[config.mk]
export PLATFORM = sky130hd
export DESIGN_NAME = bbw_stage_sequencer
export DESIGN_NICKNAME = d
export VERILOG_FILES = /design/src/rtl/bbw_stage_sequencer.sv
export SDC_FILE = /design/constraint.sdc
export NUM_CORES = 1
export LEC_CHECK = 0
export ABC_AREA = 1
export BUFFER_PORTS_ARGS = -buffer_cell sky130_fd_sc_hd__buf_4
export CAP_MARGIN = 20
export CORE_ASPECT_RATIO = 0.5
export CORE_MARGIN = 5
export CORE_UTILIZATION = 35
export DETAILED_ROUTE_END_ITERATION = 10
export GPL_TIMING_DRIVEN = 0
export HOLD_SLACK_MARGIN = 0.05
export MAX_ROUTING_LAYER = met4
export PLACE_DENSITY_LB_ADDON = 0.15
export SYNTH_ARGS = -nofsm -noshare
export SYNTH_HDL_FRONTEND = slang
export SYNTH_SLANG_ARGS = --single-unit
[constraint.sdc]
create_clock -name clock_6pt25mhz -period 6 [get_ports clock_6pt25mhz]
set_clock_uncertainty 0.2 [all_clocks]
set_input_delay 0.6 -clock clock_6pt25mhz [delete_from_list [all_inputs] [get_ports clock_6pt25mhz]]
set_output_delay 0.6 -clock clock_6pt25mhz [all_outputs]
set_load 0.05 [all_outputs]
[src/rtl/bbw_stage_sequencer.sv]
`default_nettype none
// ============================================================================
// bbw_stage_sequencer - big-bad-wolf game flow and blow-progress integrator.
// Optional macro BBW_TIMEOUT_EN adds a per-stage timeout and a LOSE screen.
// Revision: 1.0
// ============================================================================
module bbw_stage_sequencer #(
  parameter int PROG_MAX    = 72,
  parameter int STRAW_GAIN  = 6,
  parameter int STICK_GAIN  = 4,
  parameter int BRICK_GAIN  = 2,
  parameter int GRAVITY     = 1,
  parameter int VOL_THRESH  = 1,
  parameter int STAGE_DELAY = 50
`ifdef BBW_TIMEOUT_EN
  ,
  parameter int STAGE_TIMEOUT = 750
`endif
) (
  input  logic       clock_6pt25mhz,
  input  logic       game_reset_n,
  input  logic       tick_25hz,
  input  logic       enable_bbw,
  input  logic       buttonU,
  input  logic [3:0] volume,
  output logic [2:0] screen_state,
  output logic [7:0] progress,
  output logic       show_wind,
  output logic       show_blow,
  output logic       stage_done,
  output logic       game_won
`ifdef BBW_TIMEOUT_EN
  ,
  output logic       game_lost
`endif
);

  typedef enum logic [2:0] {
    ST_INSTR = 3'd0,
    ST_STRAW = 3'd1,
    ST_STICK = 3'd2,
    ST_BRICK = 3'd3,
    ST_WIN   = 3'd4,
    ST_TRANS = 3'd5,
    ST_LOSE  = 3'd6
  } state_t;

  localparam int DW = (STAGE_DELAY > 1) ? $clog2(STAGE_DELAY) : 1;

  localparam logic [7:0]    C_PROG_MAX   = 8'(PROG_MAX);
  localparam logic [7:0]    C_GRAVITY    = 8'(GRAVITY);
  localparam logic [3:0]    C_VOL_THRESH = 4'(VOL_THRESH);
  localparam logic [DW-1:0] C_DELAY_LAST = DW'(STAGE_DELAY - 1);

`ifdef BBW_TIMEOUT_EN
  localparam int TW = $clog2(STAGE_TIMEOUT + 1);
  localparam logic [TW-1:0] C_TIMEOUT_LAST = TW'(STAGE_TIMEOUT - 1);
`endif

  state_t        r_state, w_state_nxt;
  state_t        r_next_stage, w_next_stage_nxt;
  logic [DW-1:0] r_delay, w_delay_nxt;
  logic [7:0]    r_progress, w_progress_nxt;
  logic          r_show_wind, w_show_wind_nxt;
  logic          r_show_blow, w_show_blow_nxt;
  logic          r_stage_done, w_stage_done_nxt;
  logic          r_btn_prev;

`ifdef BBW_TIMEOUT_EN
  logic [TW-1:0] r_stage_ticks, w_stage_ticks_nxt;
  logic          w_expire;
`endif

  logic       w_advance;
  logic       w_btn_edge;
  logic       w_loud;
  logic [7:0] w_gain;
  logic [8:0] w_sum;
  logic [7:0] w_prog_rise;
  logic [7:0] w_prog_fall;
  logic [7:0] w_prog_play;

  assign w_advance  = tick_25hz & enable_bbw;
  assign w_btn_edge = buttonU & ~r_btn_prev;
  assign w_loud     = (volume >= C_VOL_THRESH);

  always_comb begin
    w_gain = 8'd0;
    case (r_state)
      ST_STRAW: w_gain = 8'(STRAW_GAIN);
      ST_STICK: w_gain = 8'(STICK_GAIN);
      ST_BRICK: w_gain = 8'(BRICK_GAIN);
      default:  w_gain = 8'd0;
    endcase
  end

  // Nine-bit sum so saturation at PROG_MAX can never be defeated by a wrap.
  assign w_sum       = {1'b0, r_progress} + {1'b0, w_gain};
  assign w_prog_rise = (w_sum >= {1'b0, C_PROG_MAX}) ? C_PROG_MAX : w_sum[7:0];
  assign w_prog_fall = (r_progress > C_GRAVITY) ? (r_progress - C_GRAVITY) : 8'd0;
  assign w_prog_play = w_loud ? w_prog_rise : w_prog_fall;

`ifdef BBW_TIMEOUT_EN
  assign w_expire = (r_stage_ticks == C_TIMEOUT_LAST);
`endif

  always_comb begin
    w_state_nxt      = r_state;
    w_next_stage_nxt = r_next_stage;
    w_delay_nxt      = r_delay;
    w_progress_nxt   = r_progress;
    w_show_wind_nxt  = 1'b0;
    w_show_blow_nxt  = 1'b0;
    w_stage_done_nxt = 1'b0;
`ifdef BBW_TIMEOUT_EN
    w_stage_ticks_nxt = r_stage_ticks;
`endif

    case (r_state)
      ST_INSTR: begin
        if (w_btn_edge) begin
          w_state_nxt    = ST_STRAW;
          w_progress_nxt = 8'd0;
`ifdef BBW_TIMEOUT_EN
          w_stage_ticks_nxt = '0;
`endif
        end
      end

      ST_STRAW, ST_STICK, ST_BRICK: begin
        w_progress_nxt = w_prog_play;
`ifdef BBW_TIMEOUT_EN
        w_stage_ticks_nxt = r_stage_ticks + TW'(1);
`endif
        if (w_prog_play == C_PROG_MAX) begin
          w_state_nxt      = ST_TRANS;
          w_delay_nxt      = C_DELAY_LAST;
          w_stage_done_nxt = 1'b1;
          case (r_state)
            ST_STRAW: w_next_stage_nxt = ST_STICK;
            ST_STICK: w_next_stage_nxt = ST_BRICK;
            default:  w_next_stage_nxt = ST_WIN;
          endcase
`ifdef BBW_TIMEOUT_EN
        end else if (w_expire) begin
          w_state_nxt = ST_LOSE;
`endif
        end else begin
          w_show_wind_nxt = w_loud;
          w_show_blow_nxt = ~w_loud;
        end
      end

      ST_TRANS: begin
        if (r_delay == '0) begin
          w_state_nxt    = r_next_stage;
          w_progress_nxt = 8'd0;
`ifdef BBW_TIMEOUT_EN
          w_stage_ticks_nxt = '0;
`endif
        end else begin
          w_delay_nxt = r_delay - DW'(1);
        end
      end

      ST_WIN: begin
        if (w_btn_edge) begin
          w_state_nxt      = ST_INSTR;
          w_progress_nxt   = 8'd0;
          w_next_stage_nxt = ST_STICK;
        end
      end

`ifdef BBW_TIMEOUT_EN
      ST_LOSE: begin
        if (w_btn_edge) begin
          w_state_nxt      = ST_INSTR;
          w_progress_nxt   = 8'd0;
          w_next_stage_nxt = ST_STICK;
        end
      end
`endif

      default: begin
        w_state_nxt    = ST_INSTR;
        w_progress_nxt = 8'd0;
      end
    endcase
  end

  always_ff @(posedge clock_6pt25mhz or negedge game_reset_n) begin
    if (!game_reset_n) begin
      r_state      <= ST_INSTR;
      r_next_stage <= ST_STICK;
      r_delay      <= '0;
      r_progress   <= 8'd0;
      r_show_wind  <= 1'b0;
      r_show_blow  <= 1'b0;
      r_stage_done <= 1'b0;
      r_btn_prev   <= 1'b1;
`ifdef BBW_TIMEOUT_EN
      r_stage_ticks <= '0;
`endif
    end else begin
      // stage_done is a single-clock pulse; everything else freezes off-tick.
      r_stage_done <= w_advance & w_stage_done_nxt;
      if (w_advance) begin
        r_state      <= w_state_nxt;
        r_next_stage <= w_next_stage_nxt;
        r_delay      <= w_delay_nxt;
        r_progress   <= w_progress_nxt;
        r_show_wind  <= w_show_wind_nxt;
        r_show_blow  <= w_show_blow_nxt;
        r_btn_prev   <= buttonU;
`ifdef BBW_TIMEOUT_EN
        r_stage_ticks <= w_stage_ticks_nxt;
`endif
      end
    end
  end

  assign screen_state = r_state;
  assign progress     = r_progress;
  assign show_wind    = r_show_wind;
  assign show_blow    = r_show_blow;
  assign stage_done   = r_stage_done;
  assign game_won     = (r_state == ST_WIN);
`ifdef BBW_TIMEOUT_EN
  assign game_lost    = (r_state == ST_LOSE);
`endif

endmodule
`default_nettype wire

# After elaboration in Yosys (flattened, before gate mapping)

Index checks and enable logic that the tools add are counted.

Multipliers: 0
Eq/ne operators: 12
Mux-type cells: 25
Reductions and logical operators: 10
Shifts and indexed selects: 0
Div/mod/pow operators: 0
Bitwise logic cells: 5
Magnitude comparators: 3
Add/subtract/negate cells: 3

Operators by type and width:

| kind                                                                                 | count |
|---|---|
| 8-bit two-way mux                                                                    | 5 |
| 8-bit case mux with 3 select lines                                                   | 1 |
| 3-bit two-way mux                                                                    | 6 |
| 6-bit two-way mux                                                                    | 2 |
| 3-bit case mux with 2 select lines                                                   | 2 |
| 3-bit case mux with 4 select lines                                                   | 1 |
| 6-bit case mux with 2 select lines                                                   | 1 |
| 8-bit by 8-bit adder with 9-bit output                                               | 1 |
| 9-bit by 7-bit greater-or-equal comparator with 1-bit output (second input constant) | 1 |
| 3-bit case mux with 3 select lines                                                   | 1 |
| 8-bit by 7-bit == test with 1-bit output (second input constant)                     | 1 |
| 8-bit by 1-bit greater-than comparator with 1-bit output (second input constant)     | 1 |
| 2-bit != test (second input constant)                                                | 4 |
| 4-bit AND reduction                                                                  | 2 |
| 8-bit by 1-bit subtractor with 8-bit output (second input constant)                  | 1 |
| 3-bit by 2-bit == test with 1-bit output (second input constant)                     | 2 |
| 3-bit == test (second input constant)                                                | 2 |
| 6-bit zero test                                                                      | 1 |
| 1-bit two-way mux                                                                    | 6 |
| 6-bit by 1-bit subtractor with 6-bit output (second input constant)                  | 1 |
| 5-bit AND reduction                                                                  | 1 |
| 4-bit by 1-bit greater-or-equal comparator with 1-bit output (second input constant) | 1 |
| 2-bit by 1-bit != test with 1-bit output (second input constant)                     | 2 |
| 2-bit nonzero test                                                                   | 2 |
| other kinds (7)                                                                      | 10 |

Memories: 0
Latch bits: 0
Register bits: 24
ROM bits: 0
RAM bits: 0
Output and inout bits: 15

# Logic depth before layout (Yosys ltp)

Gate-level depths: netlist of the first run.

Depth in word-level cells: 10
Depth in mapped cells: 22
Depth with buffers taken out: 21

# Least setup slack after synthesis of the first run

OpenSTA, ideal clock, no wires.

Path kind: flip-flop to flip-flop
Start point: reg r_state[1] (netlist: screen_state[1])
End point: reg r_delay[4]
Slack: 2962 ps
Buffers on the path: 1
Data arrival time: 2717 ps
Data required time: 5679 ps
Stages on the path, launching flop included: 22
Clock period less this slack: 3038 ps
Path through: dfrtp_1 inv_1 nand2_1 a21oi_1 fa_1 nand3_1 nand2_1 nand2_1 nor2_1 nand2_1 nand2_2 nand3_1 nand2_1 inv_1 nand2_1 nor2_2 nand2_2 nand2_4 nand2_4 buf_6 nand2_2 o21ai_2

Word-level cells in the longest chain between the ends: 9
Elaborated cells on any way between the ends: 16
Those cells by class: add/sub (1); order compare (1); eq/ne (7); mux (4); reduce/logical (3)

Ends and longest elaborated chain:

| element                                                                                              | line    | source |
|---|---|---|
| start, declared                                                                                      | 60      | `state_t r_state, w_state_nxt;` |
| start signal, assigned                                                                               | 208     | `r_state <= w_state_nxt;` |
| 3-bit by 2-bit == test with 1-bit output or 3-bit by 1-bit == test with 1-bit output (tied branches) | 89, 119 |  |
| 3-bit case mux with 3 select lines                                                                   | 89      | `case (r_state)` |
| 8-bit by 8-bit adder with 9-bit output                                                               | 98      | `assign w_sum = {1'b0, r_progress} + {1'b0, w_gain};` |
| 9-bit by 7-bit greater-or-equal comparator with 1-bit output                                         | 99      | `assign w_prog_rise = (w_sum >= {1'b0, C_PROG_MAX}) ? C_PROG_MAX : w_sum[7:0];` |
| 8-bit two-way mux                                                                                    | 99      |  |
| 8-bit two-way mux                                                                                    | 101     | `assign w_prog_play = w_loud ? w_prog_rise : w_prog_fall;` |
| 8-bit by 7-bit == test with 1-bit output                                                             | 135     | `if (w_prog_play == C_PROG_MAX) begin` |
| 2-bit != test (no line)                                                                              | -       |  |
| 4-bit AND reduction (no line)                                                                        | -       |  |
| end signal, assigned                                                                                 | 210     | `r_delay <= w_delay_nxt;` |
| end, declared                                                                                        | 62      | `logic [DW-1:0] r_delay, w_delay_nxt;` |

Several ways; a longest one is shown, not always the timed one.
A chain may end at the register's enable or synchronous reset.

# Worst setup path in the final report of the first run

Start point: reg r_state[0] (netlist: screen_state[0])
End point: reg r_delay[4]

The elaborated chain is that of the path after synthesis.

==> metrics, run 1 <==
number of hold buffers added after CTS=1; setup repair after global routing missed its margin=false; Vias per Instance=about 4.8; Sw Ratio=0.5294; largest area contributor in the synthesized netlist=sky130_fd_sc_hd__dfrtp_1; reported net switching power=about 0.67 mW; kind of end point of the critical path=flip-flop; final critical path time including I/O delays and setup=3.002 ns; met3 track demand over resource in global routing=0.02789; final cell count without fillers=about 350; number of CTS-inserted buffers=3; Crit Path Max Fanout=10; post-cts gate resize count=0; portion of total power attributed to combinational logic=0.646; largest net degree at the start of global routing=25; leakage power total=~1.1 nW; drc violations=0; Critical R2R Capture=r_delay[4]; Int Power=around 0.59 mW; setup slack, reg-to-reg=about 3.0 ns; fraction of power consumed by the clock network=0.118; setup fix buffers added after clock tree synthesis=0; deepest level of the CTS H-tree=1; post-synthesis to final-layout area growth=18.97%; cell type group with the largest total delay on the critical path=simple AND/OR/NAND/NOR gates; maximum number of buffers from clock root to sink=2; GPL Wtd Cong=between 0.9 and 1; antenna diode instance count=0; die span in y=approximately 61 um; most used standard cell by instance count after synthesis=sky130_fd_sc_hd__nand2_1; Period Utilization, post-route=0.5003; setup slack after placement=between 3 and 4 ns; synthesized cell area=1800 um2; most utilized layer in the global route result=met2; count of synthesis-stage warnings from yosys=0; power density over cell area=587.8 nW/um2; number of port buffers=23; half-perimeter wire length after detailed placement=between 3 and 4 mm; list of cells traversed by the critical path=inv_1 -> nand2_1 -> a21oi_1 -> ha_1 -> nand3_1 -> nand2_1 -> nand2_1 -> nand2_1 -> nand2_1 -> nand2_2 -> nand3_1 -> nand2_1 -> inv_1 -> nand2_1 -> nor2_2 -> nand2_2 -> nand2_4 -> nand2_4 -> buf_6 -> nand2_2 -> o21ai_2; Net Count, Synth=roughly 270; GRT met1 Usage=0.1743; drt first-iter violations=between 50 and 60; synth unique cells=35; number of antenna violations at the first check in global routing=0; clock-pin slew of the registers on the worst-case setup and hold paths=about 0.090 ns; kind of critical path=reg2reg; worst hold margin=0.2693 ns; horizontal die dimension=111.4 um; Max Fclk=approximately 330 MHz; setup TNS=0 ns; global-route wire length before repair=about 7.3 mm; Async SR Flop Fraction=1.000; transition time at the pin with the least slew margin=approximately 0.55 ns; overall overflow remaining after global route=0; share of final-layout standard cells stronger than drive strength 1=0.2242; data arrival time at the worst-slack endpoint=2.98 ns; final wirelength=roughly 4.3 mm; crit path max-delay cell type=sky130_fd_sc_hd__dfrtp_1; Hold Crit Depth=2; Req. time, crit path=roughly 6 ns; worst r2r path cells=21; critical path startpoint category=flip-flop; Routed WL per cell=around 12 um; Relative slew margins=0.6300; run status=finished, final reports clean; number of placement rows=18; clock latency at the later pin of the worst-skew pair=0.28 ns; met2 Usage GRT=0.2408; Final Hold Fails=0; number of enable flip-flop cells after synthesis=0; total number of vias=approximately 1700; Final ANT Viol Nets=0; post-synthesis instance total=253; worst vdd ir=between 0.2 and 0.3 mV; dominant register cell in the synthesized netlist=sky130_fd_sc_hd__dfrtp_1; share of synthesized area occupied by flip-flops and latches=0.3350; setup violation total in the final timing report=0; CTS tree=done; most numerous cell types in the synthesized netlist=sky130_fd_sc_hd__nand2_1 (61), sky130_fd_sc_hd__inv_1 (29), sky130_fd_sc_hd__nor2_1 (28); worst setup margin=around 3 ns; Core ar.=between 4000 and 5000 um2; mean post-synth cell area=7.117 um2; Die Outline Area=6765 um2; final core utilization=0.4323; Post-Place Cells=roughly 350; cell mode on critical path=sky130_fd_sc_hd__nand2_1; #FFs+latches synth=24; Crit path largest cell delay=about 0.44 ns; number of primary I/O pins=24; number of nets in the layout=~300; largest cells by area after synthesis=sky130_fd_sc_hd__dfrtp_1 (31%), sky130_fd_sc_hd__nand2_1 (13%), sky130_fd_sc_hd__nand3_1 (7.2%); detailed-router iteration count before antenna repair=4; Tot GR Track Use=0.1382; max-cap viol count=0; launch point of the worst reg-to-reg path=screen_state[0]; Endpoint, Worst Hold=r_next_stage[1]; max-slew violation total from the final report=0; Bufs and invs on worst path=3; share of Yosys cell area claimed by the top area cell type=0.3058; power share of the sequential group=0.236; number of clock sinks seen by CTS=24; hold path start=r_next_stage[1]; Initial Util=0.3634; clk root buf=sky130_fd_sc_hd__clkbuf_8; via count of the first global-routing pass=~1600; worst min-delay path class=reg2reg
## layout by cell type, fill, tap and decap left out, types with 2 or more instances in the layout
cell type	netlist	layout
sky130_fd_sc_hd__dfrtp_1	22	22
sky130_fd_sc_hd__inv_2	2	2
sky130_fd_sc_hd__inv_1	29	29
sky130_fd_sc_hd__nand2_1	61	61
sky130_fd_sc_hd__nand3_1	26	26
sky130_fd_sc_hd__o21ai_2	6	6
sky130_fd_sc_hd__clkbuf_8	0	3
sky130_fd_sc_hd__nand2_2	10	10
sky130_fd_sc_hd__nand4_1	6	6
sky130_fd_sc_hd__xor2_1	3	3
sky130_fd_sc_hd__nor2_2	4	4
sky130_fd_sc_hd__o22ai_1	5	5
sky130_fd_sc_hd__dfstp_2	2	2
sky130_fd_sc_hd__o21ai_0	15	15
sky130_fd_sc_hd__buf_6	2	2
sky130_fd_sc_hd__nand2_4	3	3
sky130_fd_sc_hd__nor2_1	28	28
sky130_fd_sc_hd__buf_4	0	23
sky130_fd_sc_hd__ha_1	6	6
sky130_fd_sc_hd__a21oi_1	6	6
## power groups by stage
stage	clock network [mW]	logic [mW]	registers [mW]
floorplan	0	0.523	0.404
global placement	0	0.813	0.299
detailed placement	0	0.812	0.301
CTS	0.152	0.816	0.298
global route	0.160	0.914	0.307
finish	0.149	0.813	0.297
## per-layer routing
metal	part of all wire	wire [um]	vias to the layer above
met5	0	0	-
met4	0.0030	13	0
met3	0.044	187	2
met2	0.47	2008	32
met1	0.48	2068	762
li1	-	-	873
## worst max path at each step
stage,endpoint,cells after the start,startpoint
global route,r_next_stage[2],18,screen_state[0]
floorplan,r_delay[4],21,screen_state[1]
detailed placement,r_delay[4],21,screen_state[0]
global placement,r_next_stage[0],20,screen_state[0]
CTS,r_delay[4],21,screen_state[0]
finish,r_delay[4],21,screen_state[0]
## final cells by class
cell class              instances  area, um2
plain buffers                   3      26.28
multi-input cells             193       1046
repair buffers                 24      182.7
well taps                      70      87.58
flip-flops and latches         24      603.1
fillers                       539       2813
clock inverters                 1      30.03
inverters                      33      125.1
clock buffers                   3      41.29
## logic make-up (layout without fill, tap and decap cells)
family,Yosys count,count (layout),synth area share
AOI/OAI and AO/OA,37,37,0.1313
xor gates and xnor gates,4,4,0.01946
adders and majority gates,7,7,0.05281
buffers and inverters,36,64,0.08408
DFF,24,24,0.3350
and+or+nand+nor,145,145,0.3773
## metrics by stage
| stage | cell area (um2) | total power, mW |
|---|---|---|
| after floorplan | 1800 | 0.9271 |
| after global placement | 2061 | 1.112 |
| after detailed placement | 2061 | 1.113 |
| after CTS | 2142 | 1.266 |
| after global routing | 2142 | 1.381 |
| final | 2142 | 1.259 |
## flip-flops by register name (all words and copies together) (netlist names)
register	flops
progress	8
r_delay	6
r_next_stage	3
screen_state	3
r_btn_prev	1
show_blow	1
show_wind	1
stage_done	1
## worst register-to-register path: stages (launching register included)
cell and delay [ns]:
sky130_fd_sc_hd__dfrtp_1 0.44, sky130_fd_sc_hd__inv_1 0.12, sky130_fd_sc_hd__nand2_1 0.06, sky130_fd_sc_hd__a21oi_1 0.34
sky130_fd_sc_hd__ha_1 0.32, sky130_fd_sc_hd__nand3_1 0.11, sky130_fd_sc_hd__nand2_1 0.10, sky130_fd_sc_hd__nand2_1 0.07
sky130_fd_sc_hd__nand2_1 0.06, sky130_fd_sc_hd__nand2_1 0.08, sky130_fd_sc_hd__nand2_2 0.10, sky130_fd_sc_hd__nand3_1 0.09
sky130_fd_sc_hd__nand2_1 0.05, sky130_fd_sc_hd__inv_1 0.06, sky130_fd_sc_hd__nand2_1 0.06, sky130_fd_sc_hd__nor2_2 0.15
sky130_fd_sc_hd__nand2_2 0.08, sky130_fd_sc_hd__nand2_4 0.09, sky130_fd_sc_hd__nand2_4 0.06, sky130_fd_sc_hd__buf_6 0.15
sky130_fd_sc_hd__nand2_2 0.06, sky130_fd_sc_hd__o21ai_2 0.05
Power figures use the tool's default switching activity.
==> run 2: changes to the inputs <==
==> constraint.sdc (replaced) <==
create_clock -name clock_6pt25mhz -period 2.9 [get_ports clock_6pt25mhz]
set_clock_uncertainty 0.2 [all_clocks]
set_input_delay 0.29 -clock clock_6pt25mhz [delete_from_list [all_inputs] [get_ports clock_6pt25mhz]]
set_output_delay 0.29 -clock clock_6pt25mhz [all_outputs]
set_load 0.05 [all_outputs]
==> run 2 against run 1 <==
Against the previous run:
- die area stayed put
- critical path depth is 5 lower
- core utilization grew 4.7 points
- worst hold slack got worse by 0.22 ns
- combinational power rose by 140%
- sequential power increased by 110%
- wire length up 9.2%
- cell count up 3.4%
- largest power group unchanged
- highest routed layer unchanged
==> metrics, run 2 (synthesized netlist as in run 1, its figures left out) <==
run status=finished, final reports clean; setup slack after placement=-0.1938 ns; antenna diode instance count=0; total number of vias=1749; number of primary I/O pins=24; share of final-layout standard cells stronger than drive strength 1=0.3345; Routed WL per cell=around 13 um; Design Power=2.912 mW; data arrival time at the worst-slack endpoint=~2.9 ns; setup slack, reg-to-reg=about 0.035 ns; final standard cell area without fillers=2375 um2; list of cells traversed by the critical path=inv_2 -> nand2_4 -> a21oi_4 -> fa_2 -> nand2_4 -> nor2_4 -> nand3_4 -> a21boi_4 -> nand3b_1 -> nand4_1 -> nor2_2 -> nand2_2 -> nand2_4 -> nand2_4 -> clkbuf_16 -> o21ai_2; die span in y=approximately 61 um; kind of critical path=reg2reg; final cell count without fillers=approximately 360; cell mode on critical path=sky130_fd_sc_hd__nand2_4; detailed-router iteration count before antenna repair=4; final core utilization=0.4793; half-perimeter wire length after detailed placement=around 3.4 mm; clk root buf=sky130_fd_sc_hd__clkbuf_8; number of clock sinks seen by CTS=24; worst min-delay path class=in2reg; number of nets in the layout=310; Crit Path Max Fanout=6; GPL Wtd Cong=slightly below 0.9; clock-pin slew of the registers on the worst-case setup and hold paths=around 0.10 ns; fraction of power consumed by the clock network=0.106; crit path max-delay cell type=sky130_fd_sc_hd__dfrtp_2; final critical path time including I/O delays and setup=between 2 and 3 ns; post-synthesis to final-layout area growth=31.90%; max-slew violation total from the final report=0; reported net switching power=1.503 mW; Int Power=between 1 and 1.5 mW; Sw Ratio=0.5162; launch point of the worst reg-to-reg path=screen_state[1]; Final ANT Viol Nets=0; power density over cell area=between 1000 and 1500 nW/um2; worst setup margin=0.03466 ns; portion of total power attributed to combinational logic=0.680; horizontal die dimension=~110 um; Critical R2R Capture=r_delay[4]; kind of end point of the critical path=flip-flop; Crit path largest cell delay=~0.45 ns; Max Fclk=349.0 MHz; commonest cells after routing, fill and taps aside=sky130_fd_sc_hd__nand2_1 (53), sky130_fd_sc_hd__buf_4 (32), sky130_fd_sc_hd__nor2_1 (28), sky130_fd_sc_hd__inv_1 (26), sky130_fd_sc_hd__nand3_1 (22); number of port buffers=23; Req. time, crit path=roughly 2.9 ns; overall overflow remaining after global route=0; maximum number of buffers from clock root to sink=2; CTS tree=done; Tot GR Track Use=0.1448; setup repair after global routing missed its margin=true; number of flip-flops in the largest register=8; most common cell after layout, fill and taps aside=sky130_fd_sc_hd__nand2_1; worst r2r path cells=16; number of antenna violations at the first check in global routing=0; number of placement rows=18; max-cap viol count=0; setup violation total in the final timing report=0; drt first-iter violations=66; power share of the sequential group=0.213; capture point of the worst path=r_delay[4]; worst vdd ir=approximately 0.43 mV; global-route wire length before repair=about 7.6 mm; deepest level of the CTS H-tree=1; hold path start=buttonU; post-placement cell area=roughly 2100 um2; largest net degree at the start of global routing=25; number of CTS-inserted buffers=3; worst hold margin=roughly 0.054 ns; Die Outline Area=around 6800 um2; leakage power total=1.182 nW; transition time at the pin with the least slew margin=0.6072 ns; Vias per Instance=4.818; drc violations=0; critical path startpoint category=flip-flop; clock latency at the later pin of the worst-skew pair=approximately 0.28 ns; worst setup path startpoint=screen_state[1]; setup TNS=0 ns; Core ar.=between 4000 and 5000 um2; final wirelength=between 4 and 5 mm; Relative slew margins=0.5937; Final Hold Fails=0; Initial Util=0.3634; Post-Place Cells=346; Period Utilization, post-route=0.9880; via count of the first global-routing pass=approximately 1700
run 2: how the worst min path moves through the flow:
stage / depth (start not counted) / endpoint
after global routing: 3 / r_btn_prev
after CTS: 3 / r_btn_prev
final: 3 / r_btn_prev
after floorplan: 0 / progress[0]
after global placement: 1 / r_delay[2]
after detailed placement: 1 / r_delay[2]
run 2: critical path, delay by kind of cell, from the launching register on:
kind / cells / cell delay (ns)
AND/OR/NAND/NOR: 10 / 0.98
flip-flops: 1 / 0.45
AO/OA/AOI/OAI: 3 / 0.56
adder cells (fa/ha/maj): 1 / 0.32
buffers and inverters: 2 / 0.24
run 2: per-layer routing:
layer,vias to the layer above,share of wire,global-route usage
li1,900,-,-
met1,829,0.49,0.1822
met2,16,0.47,0.2459
met3,4,0.034,0.03785
met4,0,0.0036,0.01906
met5,-,0,-
run 2: layout make-up:
class | count | area [um2]
Inverter | 33 | 125.1
Timing Repair Buffer | 36 | 306.5
Buffer | 3 | 35.03
Multi-Input combinational cell | 193 | 1142
Clock inverter | 1 | 30.03
Sequential cell | 24 | 606.8
Tap cell | 70 | 87.58
Fill cell | 507 | 2580
Clock buffer | 3 | 41.29
run 2: repair_timing:
item / CTS / global route
endpoints found under the hold margin: 24 / 0
pin swaps: 1 / 16
hold buffers: 1 / 0
setup endpoints to repair: 12 / 15
resized for setup: 5 / 26
buffers inserted: 0 / 11
gates cloned: 0 / 1
run 2: power groups by stage:
stage,clock (mW),combinational [mW],sequential [mW]
global route,0.336,2.21,0.645
finish,0.310,1.98,0.621
floorplan,0,1.08,0.840
CTS,0.317,1.72,0.623
global placement,0,1.68,0.622
detailed placement,0,1.69,0.625
==> run 3: changes to the inputs <==
==> constraint.sdc (replaced) <==
create_clock -name clock_6pt25mhz -period 3 [get_ports clock_6pt25mhz]
set_clock_uncertainty 0.2 [all_clocks]
set_input_delay 0.3 -clock clock_6pt25mhz [delete_from_list [all_inputs] [get_ports clock_6pt25mhz]]
set_output_delay 0.3 -clock clock_6pt25mhz [all_outputs]
set_load 0.05 [all_outputs]
==> run 3 against run 2 <==
Against the previous run:
- core utilization is 2.1 points lower
- largest power group unchanged
- maximum frequency is 0.84% lower
- global-route usage is 0.14 points lower
- wire length is 3.4% lower
- cell count is 1.1% lower
- first-iteration DRC count is 6.1% higher
- setup slack better by 0.076 ns
- clock power is 4% lower
- die area stayed put
==> metrics, run 3 (synthesized netlist as in run 1, its figures left out) <==
critical path startpoint category=flip-flop; kind of end point of the critical path=flip-flop; clock-pin slew of the registers on the worst-case setup and hold paths=around 0.10 ns; setup slack, reg-to-reg=0.11 ns; layout filler cell count=just over 500; Routed WL per cell=roughly 13 um; number of CTS-inserted buffers=3; Int Power=approximately 1.3 mW; worst vdd ir=~0.39 mV; Sw Ratio=0.5186; horizontal die dimension=111.4 um; antenna diode instance count=0; overall overflow remaining after global route=0; GPL Wtd Cong=between 0.8 and 0.9; maximum number of buffers from clock root to sink=2; Detail Route met3 WL=approximately 220 um; clock latency at the later pin of the worst-skew pair=approximately 0.28 ns; Final ANT Viol Nets=0; number of antenna violations at the first check in global routing=0; final cell count without fillers=between 300 and 400; number of flip-flops in the largest register=8; setup TNS=0 ns; fraction of power consumed by the clock network=0.110; power share of the sequential group=0.225; deepest level of the CTS H-tree=1; final critical path time including I/O delays and setup=between 2 and 3 ns; share of final-layout standard cells stronger than drive strength 1=0.3045; number of port buffers=23; drc violations=0; die span in y=60.72 um; final wirelength=about 4.5 mm; post-synthesis to final-layout area growth=26.20%; Relative slew margins=0.6044; Max Fclk=346.1 MHz; Final Hold Fails=0; power density over cell area=1191 nW/um2; post-placement cell area=about 2100 um2; number of placement rows=18; half-perimeter wire length after detailed placement=3.357 mm; Hold Crit Depth=3; largest net degree at the start of global routing=25; global-route wire length before repair=7.548 mm; Die Outline Area=6765 um2; reported net switching power=between 1 and 1.5 mW; Tot GR Track Use=0.1434; Vias per Instance=4.816; max-slew violation total from the final report=0; via count of the first global-routing pass=between 1500 and 2000; Period Utilization, post-route=0.9632; CTS tree=done; total number of vias=between 1500 and 2000; detailed-router iteration count before antenna repair=4; portion of total power attributed to combinational logic=0.665; kind of critical path=reg2reg; Initial Util=0.3634; drt first-iter violations=70; Core ar.=4955 um2; final standard cell area without fillers=approximately 2300 um2; met2 wire length=~2.1 mm; max-cap viol count=0; Req. time, crit path=~3 ns; Post-Place Cells=between 300 and 400; number of primary I/O pins=24; most common cell after layout, fill and taps aside=sky130_fd_sc_hd__nand2_1; data arrival time at the worst-slack endpoint=around 2.9 ns; setup violation total in the final timing report=0; commonest cells after routing, fill and taps aside=sky130_fd_sc_hd__nand2_1 (57), sky130_fd_sc_hd__buf_4 (30), sky130_fd_sc_hd__nor2_1 (28), sky130_fd_sc_hd__inv_1 (26), sky130_fd_sc_hd__nand3_1 (23); wl on met1=2.145 mm; leakage power total=1.129 nW; clk root buf=sky130_fd_sc_hd__clkbuf_8; run status=finished, final reports clean; number of nets in the layout=approximately 300; Crit Path Max Fanout=10; worst min-delay path class=in2reg; setup repair after global routing missed its margin=true; transition time at the pin with the least slew margin=around 0.59 ns; number of clock sinks seen by CTS=24; highest routed metal layer=met3; worst r2r path cells=19
## run 3: cell types whose count changed in the layout (fill, tap and decap cells not counted)
cell                        previous run  this run
sky130_fd_sc_hd__buf_12                2         1
sky130_fd_sc_hd__buf_4                32        30
sky130_fd_sc_hd__clkbuf_16             1         0
sky130_fd_sc_hd__clkinv_1              0         1
sky130_fd_sc_hd__inv_2                 6         5
sky130_fd_sc_hd__nand2_1              53        57
sky130_fd_sc_hd__nand2_4               7         3
sky130_fd_sc_hd__nand3_1              22        23
sky130_fd_sc_hd__nand3_4               1         0
## run 3: per-stage QoR
stage | power [mW] | hold WS, ns | setup slack, ns | util
final | 2.706 | 0.06892 | 0.1103 | 0.4586
after floorplan | 1.858 | -0.1956 | 0.1160 | -
after global placement | 2.229 | 0.02530 | -0.06798 | 0.4167
after detailed placement | 2.238 | 0.02695 | -0.09378 | 0.4167
after CTS | 2.559 | 0.06781 | 0.04729 | 0.4343
after global routing | 2.972 | 0.08540 | -0.1104 | 0.4586
## run 3: cell type report
class | count | area, um2 | area share
flip-flops and latches | 24 | 606.8 | 0.2671
clock buffers | 3 | 41.29 | 0.01817
multi-input cells | 193 | 1100 | 0.4840
well taps | 70 | 87.58 | 0.03855
repair buffers | 32 | 246.5 | 0.1085
clock inverters | 1 | 30.03 | 0.01322
plain buffers | 3 | 35.03 | 0.01542
inverters | 33 | 125.1 | 0.05507
## run 3: power by group through the flow
| stage | logic [mW] | clock network, mW | registers, mW |
|---|---|---|---|
| 2_1_floorplan | 1.05 | 0 | 0.812 |
| 3_3_place_gp | 1.63 | 0 | 0.602 |
| 3_5_place_dp | 1.63 | 0 | 0.604 |
| 4_1_cts | 1.65 | 0.306 | 0.600 |
| 5_1_grt | 2.01 | 0.325 | 0.634 |
| 6_report | 1.80 | 0.297 | 0.609 |
## run 3: critical path, cell delays in order, from the launching register on
cell	delay [ns]
sky130_fd_sc_hd__dfrtp_2	0.45
sky130_fd_sc_hd__inv_2	0.08
sky130_fd_sc_hd__nand2_2	0.07
sky130_fd_sc_hd__a21oi_4	0.24
sky130_fd_sc_hd__buf_6	0.13
sky130_fd_sc_hd__fa_2	0.25
sky130_fd_sc_hd__nand4_1	0.13
sky130_fd_sc_hd__nand2_1	0.09
sky130_fd_sc_hd__nor2_1	0.04
sky130_fd_sc_hd__nand2_1	0.06
sky130_fd_sc_hd__nand2_2	0.10
sky130_fd_sc_hd__nand3b_1	0.12
sky130_fd_sc_hd__nand4_1	0.13
sky130_fd_sc_hd__nor2_2	0.19
sky130_fd_sc_hd__nand2_2	0.08
sky130_fd_sc_hd__nand2_4	0.09
sky130_fd_sc_hd__nand2_4	0.07
sky130_fd_sc_hd__buf_12	0.15
sky130_fd_sc_hd__nand2_2	0.06
sky130_fd_sc_hd__o21ai_2	0.04
## run 3: layer usage
metal  global-route usage  vias to the layer above
li1                     -                      890
met1               0.1810                      815
met2               0.2425                       24
met3              0.03785                        0
met4              0.01906                        0
met5                    -                        -
## run 3: timing repair
item,CTS,global route
hold buffers,1,0
setup endpoints to repair,11,14
setup buffers,0,8
endpoints found under the hold margin,24,0
pin swaps,0,10
gates resized for setup,2,18
## run 3: final timing paths
check	start	end
worst max-delay path	screen_state[1]	r_delay[5]
worst min-delay path	buttonU	r_btn_prev
worst max register to register	screen_state[1]	r_delay[5]
worst min register to register	r_next_stage[1]	r_next_stage[1]
max in group asynchronous	game_reset_n	r_btn_prev
min in group asynchronous	game_reset_n	r_delay[2]
